===== src/rtl/leitor_teclado.sv =====
// leitor_teclado: row-scanned 4x4 keypad with frame debounce, feeding the
// battleship entry FSM (map selection in preparation, shot coordinates in attack).
module leitor_teclado #(
  parameter int SCAN_DIV = 50000,
  parameter int DEBOUNCE = 4
) (
  input  logic       clock,
  input  logic       reset,
  input  logic [3:0] colunas,
  input  logic       ATAQUE,
  input  logic       PREPARACAO,
  output logic [3:0] linhas,
  output logic [3:0] tecla,
  output logic       tecla_valida,
  output logic [2:0] coordColuna,
  output logic [2:0] coordLinha,
  output logic [2:0] mapa,
  output logic       mapa_confirmado,
  output logic       disparo
);

  localparam int SW = $clog2(SCAN_DIV);
  localparam int DW = $clog2(DEBOUNCE + 1);
  localparam logic [SW-1:0] SLOT_LAST = SW'(SCAN_DIV - 1);
  localparam logic [DW-1:0] DEB_MAX   = DW'(DEBOUNCE);
  localparam logic [4:0]    NENHUMA   = 5'h10;

  typedef enum logic [1:0] {OCIOSO, ESPERA_COLUNA, ESPERA_LINHA, PRONTO} estado_t;
  typedef enum logic [1:0] {MODO_OFF, MODO_PREP, MODO_ATAQUE} modo_t;

  logic [SW-1:0] slot_q, slot_d;
  logic [1:0]    row_q, row_d;
  logic [3:0]    col_s1_q, col_s2_q;
  logic [1:0]    samp_q, samp_d;
  logic [1:0]    row_p1_q, row_p2_q;
  logic [15:0]   snap_q, snap_d;
  logic [4:0]    prev_q, prev_d;
  logic [DW-1:0] cnt_q, cnt_d;
  logic          armado_q, armado_d;
  logic [3:0]    tecla_q, tecla_d;
  logic          valida_q, valida_d;

  estado_t       estado_q, estado_d;
  modo_t         modo_q, modo_d, modo_eff;
  logic [2:0]    col_q, col_d, lin_q, lin_d, mapa_q, mapa_d;
  logic          conf_q, conf_d, disp_q, disp_d;

  logic          slot_last, frame_done, digito, confirma, cancela;
  logic [15:0]   frame;
  logic [4:0]    cand;

  // The sample strobe and row index are delayed two cycles to line up with
  // the synchronized column lines, so each row is read as it was at slot end.
  always_comb begin
    slot_last = (slot_q == SLOT_LAST);
    slot_d    = slot_last ? '0 : slot_q + 1'b1;
    row_d     = slot_last ? row_q + 2'd1 : row_q;
    samp_d    = {samp_q[0], slot_last};

    frame = snap_q;
    if (samp_q[1]) frame[{row_p2_q, 2'b00} +: 4] = ~col_s2_q;
    snap_d     = samp_q[1] ? frame : snap_q;
    frame_done = samp_q[1] && (row_p2_q == 2'd3);

    cand = NENHUMA;
    for (int i = 0; i < 16; i++)
      if (frame[i]) cand = {1'b0, 4'(i)};
    if ($countones(frame) != 1) cand = NENHUMA;

    prev_d   = prev_q;
    cnt_d    = cnt_q;
    armado_d = armado_q;
    tecla_d  = tecla_q;
    valida_d = 1'b0;
    if (frame_done) begin
      prev_d = cand;
      if (cand != prev_q)      cnt_d = DW'(1);
      else if (cnt_q < DEB_MAX) cnt_d = cnt_q + 1'b1;
      if (cnt_d == DEB_MAX) begin
        if (cand == NENHUMA) begin
          armado_d = 1'b1;
        end else if (armado_q) begin
          tecla_d  = cand[3:0];
          valida_d = 1'b1;
          armado_d = 1'b0;
        end
      end
    end
  end

  always_comb begin
    if (ATAQUE)          modo_eff = MODO_ATAQUE;
    else if (PREPARACAO) modo_eff = MODO_PREP;
    else                 modo_eff = MODO_OFF;

    digito   = ~tecla_q[3];
    confirma = (tecla_q == 4'd14);
    cancela  = (tecla_q == 4'd15);

    modo_d   = modo_q;
    estado_d = estado_q;
    col_d    = col_q;
    lin_d    = lin_q;
    mapa_d   = mapa_q;
    conf_d   = 1'b0;
    disp_d   = 1'b0;

    // A mode change wins over a key event arriving in the same cycle.
    if (modo_eff != modo_q) begin
      modo_d   = modo_eff;
      estado_d = (modo_eff == MODO_OFF) ? OCIOSO : ESPERA_COLUNA;
    end else if (valida_q) begin
      case (modo_q)
        MODO_PREP: begin
          if (digito)        mapa_d = tecla_q[2:0];
          else if (confirma) conf_d = 1'b1;
          else if (cancela)  mapa_d = 3'd0;
        end
        MODO_ATAQUE: begin
          if (cancela) begin
            col_d    = 3'd0;
            lin_d    = 3'd0;
            estado_d = ESPERA_COLUNA;
          end else begin
            case (estado_q)
              ESPERA_COLUNA: if (digito) begin
                col_d    = tecla_q[2:0];
                estado_d = ESPERA_LINHA;
              end
              ESPERA_LINHA: if (digito) begin
                lin_d    = tecla_q[2:0];
                estado_d = PRONTO;
              end
              PRONTO: begin
                if (digito) begin
                  lin_d = tecla_q[2:0];
                end else if (confirma) begin
                  disp_d   = 1'b1;
                  estado_d = ESPERA_COLUNA;
                end
              end
              default: ;
            endcase
          end
        end
        default: ;
      endcase
    end
  end

  always_ff @(posedge clock) begin
    if (reset) begin
      slot_q   <= '0;
      row_q    <= 2'd0;
      col_s1_q <= 4'hF;
      col_s2_q <= 4'hF;
      samp_q   <= 2'b00;
      row_p1_q <= 2'd0;
      row_p2_q <= 2'd0;
      snap_q   <= '0;
      prev_q   <= NENHUMA;
      cnt_q    <= '0;
      armado_q <= 1'b1;
      tecla_q  <= 4'd0;
      valida_q <= 1'b0;
      modo_q   <= MODO_OFF;
      estado_q <= OCIOSO;
      col_q    <= 3'd0;
      lin_q    <= 3'd0;
      mapa_q   <= 3'd0;
      conf_q   <= 1'b0;
      disp_q   <= 1'b0;
    end else begin
      slot_q   <= slot_d;
      row_q    <= row_d;
      col_s1_q <= colunas;
      col_s2_q <= col_s1_q;
      samp_q   <= samp_d;
      row_p1_q <= row_q;
      row_p2_q <= row_p1_q;
      snap_q   <= snap_d;
      prev_q   <= prev_d;
      cnt_q    <= cnt_d;
      armado_q <= armado_d;
      tecla_q  <= tecla_d;
      valida_q <= valida_d;
      modo_q   <= modo_d;
      estado_q <= estado_d;
      col_q    <= col_d;
      lin_q    <= lin_d;
      mapa_q   <= mapa_d;
      conf_q   <= conf_d;
      disp_q   <= disp_d;
    end
  end

  assign linhas          = ~(4'b0001 << row_q);
  assign tecla           = tecla_q;
  assign tecla_valida    = valida_q;
  assign coordColuna     = col_q;
  assign coordLinha      = lin_q;
  assign mapa            = mapa_q;
  assign mapa_confirmado = conf_q;
  assign disparo         = disp_q;

endmodule


===== config.mk =====
export PLATFORM = sky130hd
export DESIGN_NAME = leitor_teclado
export DESIGN_NICKNAME = d
export VERILOG_FILES = /design/src/rtl/leitor_teclado.sv
export SDC_FILE = /design/constraint.sdc
export NUM_CORES = 1
export LEC_CHECK = 0
export BUFFER_PORTS_ARGS = -buffer_cell sky130_fd_sc_hd__buf_2
export CORE_MARGIN = 3
export CORE_UTILIZATION = 35
export DETAILED_ROUTE_END_ITERATION = 16
export MAX_ROUTING_LAYER = met4
export SYNTH_ARGS = -nofsm -noshare
export SYNTH_HDL_FRONTEND = slang
export SYNTH_SLANG_ARGS = --single-unit

===== constraint.sdc =====
create_clock -name clock -period 15 [get_ports clock]
set_clock_uncertainty 0.15 [all_clocks]
set_input_delay 1.5 -clock clock [delete_from_list [all_inputs] [get_ports clock]]
set_output_delay 1.5 -clock clock [all_outputs]
set_load 0.02 [all_outputs]

==> results.md <==
* Asr flop ratio synth at 0%
* Cell count after synthesis at 472
* Final worst path period need at ~7.3 ns
* Final WL at 8930 µm
* Crit-path leading delay family: simple AND/OR/NAND/NOR gates
* Hold-fix buffers, CTS at 0
* CTS tree: built
* Sequential fraction of the synthesis area at ~37%
* H-tree depth at 3
* TritonCTS Buffers at 9
* Final std cell area, no fill at roughly 4700 µm²
* Final setup TNS at 0 ns
* Synth Warn # at 0
* Root Driver: clkbuf_16
* Die width at 115 µm
* Pin count of the biggest net entering global routing at 67
* RSZ-0062 raised after global routing: no
* Port Buffers at 27
* WL/cell at about 14 µm
* Die ar. at 13300 µm²
* Max Cap Viol at 0
* R2r endpoint: tecla[0]
* Synth area leaders: dfxtp_1 37%, nor2_1 5.3%, ha_1 5.1%
* Std-Cell Rows at 39
* Setup Buffers After CTS at 0
* Top cell type by total area after synthesis: dfxtp_1
* Startpoint types: flop
* Average size of a mapped cell at 8.88 µm²
* Worst setup path end: tecla[0]
* Via count of the first global-routing pass at 3200
* Top_reg_cell synth: dfxtp_1
* PostCTS Resize Cnt at 0
* Worst Setup Path Type: reg2reg
* Ant diodes at 0
* DP HPWL at 6580 µm
* Final Max Tran Viols at 0
* Hold crit path type: reg2reg
* Rel. slew slack at 57.3%
* Area growth syn-to-layout at 12.7%
* Remaining DRCs at 0
* Worst R2R Start: row_p2_q[0]
* Final Setup Violations at 0
* Routed Antenna Nets at 0
* Nets at around 530
* Post-Syn Nets at 507
* CP Cell Sequence: inv_1 -> ha_1 -> nor2b_1 -> or3b_1 -> o22ai_1 -> fa_1 -> inv_1 -> fa_1 -> fa_1 -> fa_1 -> inv_1 -> ha_1 -> fa_1 -> or4b_4 -> nor2_1 -> nand4_1 -> and3_1 -> nor3_4 -> and3_4 -> mux2_4
* Most frequent CP cell: fa_1
* GRT overflow at 0
* Worst-Margin Slew at 0.640 ns
* Drt initial violations at between 200 and 300
* Skew-Pair Late Insertion Delay at 0.33 ns
* Initial Util at roughly 36%
* Post-synth cell types at 71
* Via density per instance at around 5.3
* Total global-route track usage at 14.2%
* WP data arrival at 7.39 ns
* Vias at 3400
* Chip height at 115 µm
* Crit-path max FO at 13
* Worst Path Required at ~15 ns
* Buf+Inv Stages, Crit Path at 3
* Clk slew on worst S/H paths at 0.06 ns
* Layout cell share with drive strength beyond 1 at a little over an eighth
* Status: complete, no violations
* Final hold violation count at 0
* Initial antenna violation count at 0
* F_max at 137 MHz
* CP endpoint kind: flop
* Gpl congestion at approximately 0.9
* Core Area at about 12000 µm²
* Total I/O pin count at 28
* Number of clock sinks at just under 80
* Top-area cell type share of the netlist area at 36.8%
* Tcrit/Tclk final at 48.8%
* WP depth at 20
* Reg2reg path depth at 20
* Post-synth EDFFs at 0
* Clock Path Buffers at 2
* Pwr per Cell Area at 94.1 nW/µm²
* DR pass1 iterations at 4
* Post-Syn Area at 4190 µm²
* FF-to-FF setup slack at 7.68 ns
* Placement Cell Area at 4410 µm²
* Leakage power at 1.84 nW
* Max stage delay on crit path at 0.57 ns
* Slowest-stage cell, CP: dfxtp_1
* Peak VDD IR at 0.0690 mV
* Yosys reg bits at 77
* Critical path startpoint: row_p2_q[0]
* First-pass GRT wire length at ~15000 µm
[cell families after synthesis]
kind of cell | Yosys count | share of synthesized area, %
flops | 77 | 36.8
buf+inv | 45 | 4.60
fa+ha+maj | 27 | 9.86
xor+xnor | 17 | 3.55
simple gates | 202 | 26.2
mux | 13 | 3.23
compound gates | 91 | 15.7
[synth_stat cells, drive strengths merged, types with 3 or more instances]
| master | number |
|---|---|
| a211oi | 5 |
| a21o | 3 |
| a21oi | 26 |
| a31oi | 7 |
| a32oi | 7 |
| and2 | 7 |
| and3 | 6 |
| buf | 11 |
| clkbuf | 10 |
| dfxtp | 77 |
| fa | 10 |
| ha | 17 |
| inv | 24 |
| mux2i | 12 |
| nand2 | 30 |
| nand2b | 13 |
| nand3 | 13 |
| nand3b | 9 |
| nand4 | 8 |
| nor2 | 59 |
| nor2b | 14 |
| nor3 | 8 |
| nor3b | 4 |
| nor4b | 3 |
| o21ai | 10 |
| o2bb2ai | 3 |
| o31ai | 3 |
| or2 | 14 |
| or3 | 3 |
| xnor2 | 7 |
| xor2 | 10 |
[cell type report]
class | count | area (µm²)
fillers | 1124 | 6840
multi-input cells | 350 | 2450
flip-flops and latches | 77 | 1540
clock buffers | 10 | 239
well taps | 143 | 179
repair buffers | 28 | 143
inverters | 24 | 90.1
clock inverters | 6 | 75.1
[sequential cells by signal, summed over array words and instances, names as in the netlist, 3 cells and up]
register,cells
slot_q,16
snap_q,16
prev_q,5
col_s1_q,4
col_s2_q,4
tecla,4
cnt_q,3
coordColuna,3
coordLinha,3
mapa,3
[per-layer routing]
layer  up-vias  track usage, %  wire length [µm]
met5         -               -                 0
met4         0            4.54               145
met3        15            4.58               472
met2        74            20.9              3980
met1      1609            18.4              4330
li1       1702               -                 -
[through the flow]
step	util (%)	hold WS (ns)	power, mW	instances	worst slack [ns]
finish	40.8	0.258	0.444	638	7.68
floorplan	-	0.239	0.221	472	8.40
detailed placement	38.1	0.246	0.224	622	7.75
CTS	40.8	0.262	0.451	638	7.75
global route	40.8	0.278	0.462	638	7.34
global placement	38.1	0.244	0.224	622	8.02
[placed cells by master, fill, tap and decap left out, types with 12 or more instances in the layout]
cell      count
nand2b_1     13
nor2b_1      14
mux2i_1      12
nor2_1       59
a21oi_1      26
or2_2        13
dfxtp_1      77
nand2_1      30
inv_1        24
ha_1         17
buf_2        27
nand3_1      13
[where the power goes]
group          internal, mW  switching, mW
Combinational       0.00412        0.00615
Clock                 0.136         0.0890
Sequential            0.207        0.00229
[how the worst min path moves through the flow]
| stage | from | endpoint | slack [ns] | cells after the start |
|---|---|---|---|---|
| floorplan | col_s1_q[0] | col_s2_q[0] | 0.24 | 1 |
| global placement | col_s1_q[0] | col_s2_q[0] | 0.24 | 1 |
| detailed placement | col_s1_q[0] | col_s2_q[0] | 0.25 | 1 |
| CTS | col_s1_q[0] | col_s2_q[0] | 0.26 | 1 |
| global route | col_s1_q[1] | col_s2_q[1] | 0.28 | 1 |
| finish | col_s1_q[0] | col_s2_q[0] | 0.26 | 1 |
Note: power is estimated with default switching activity, not from simulation.
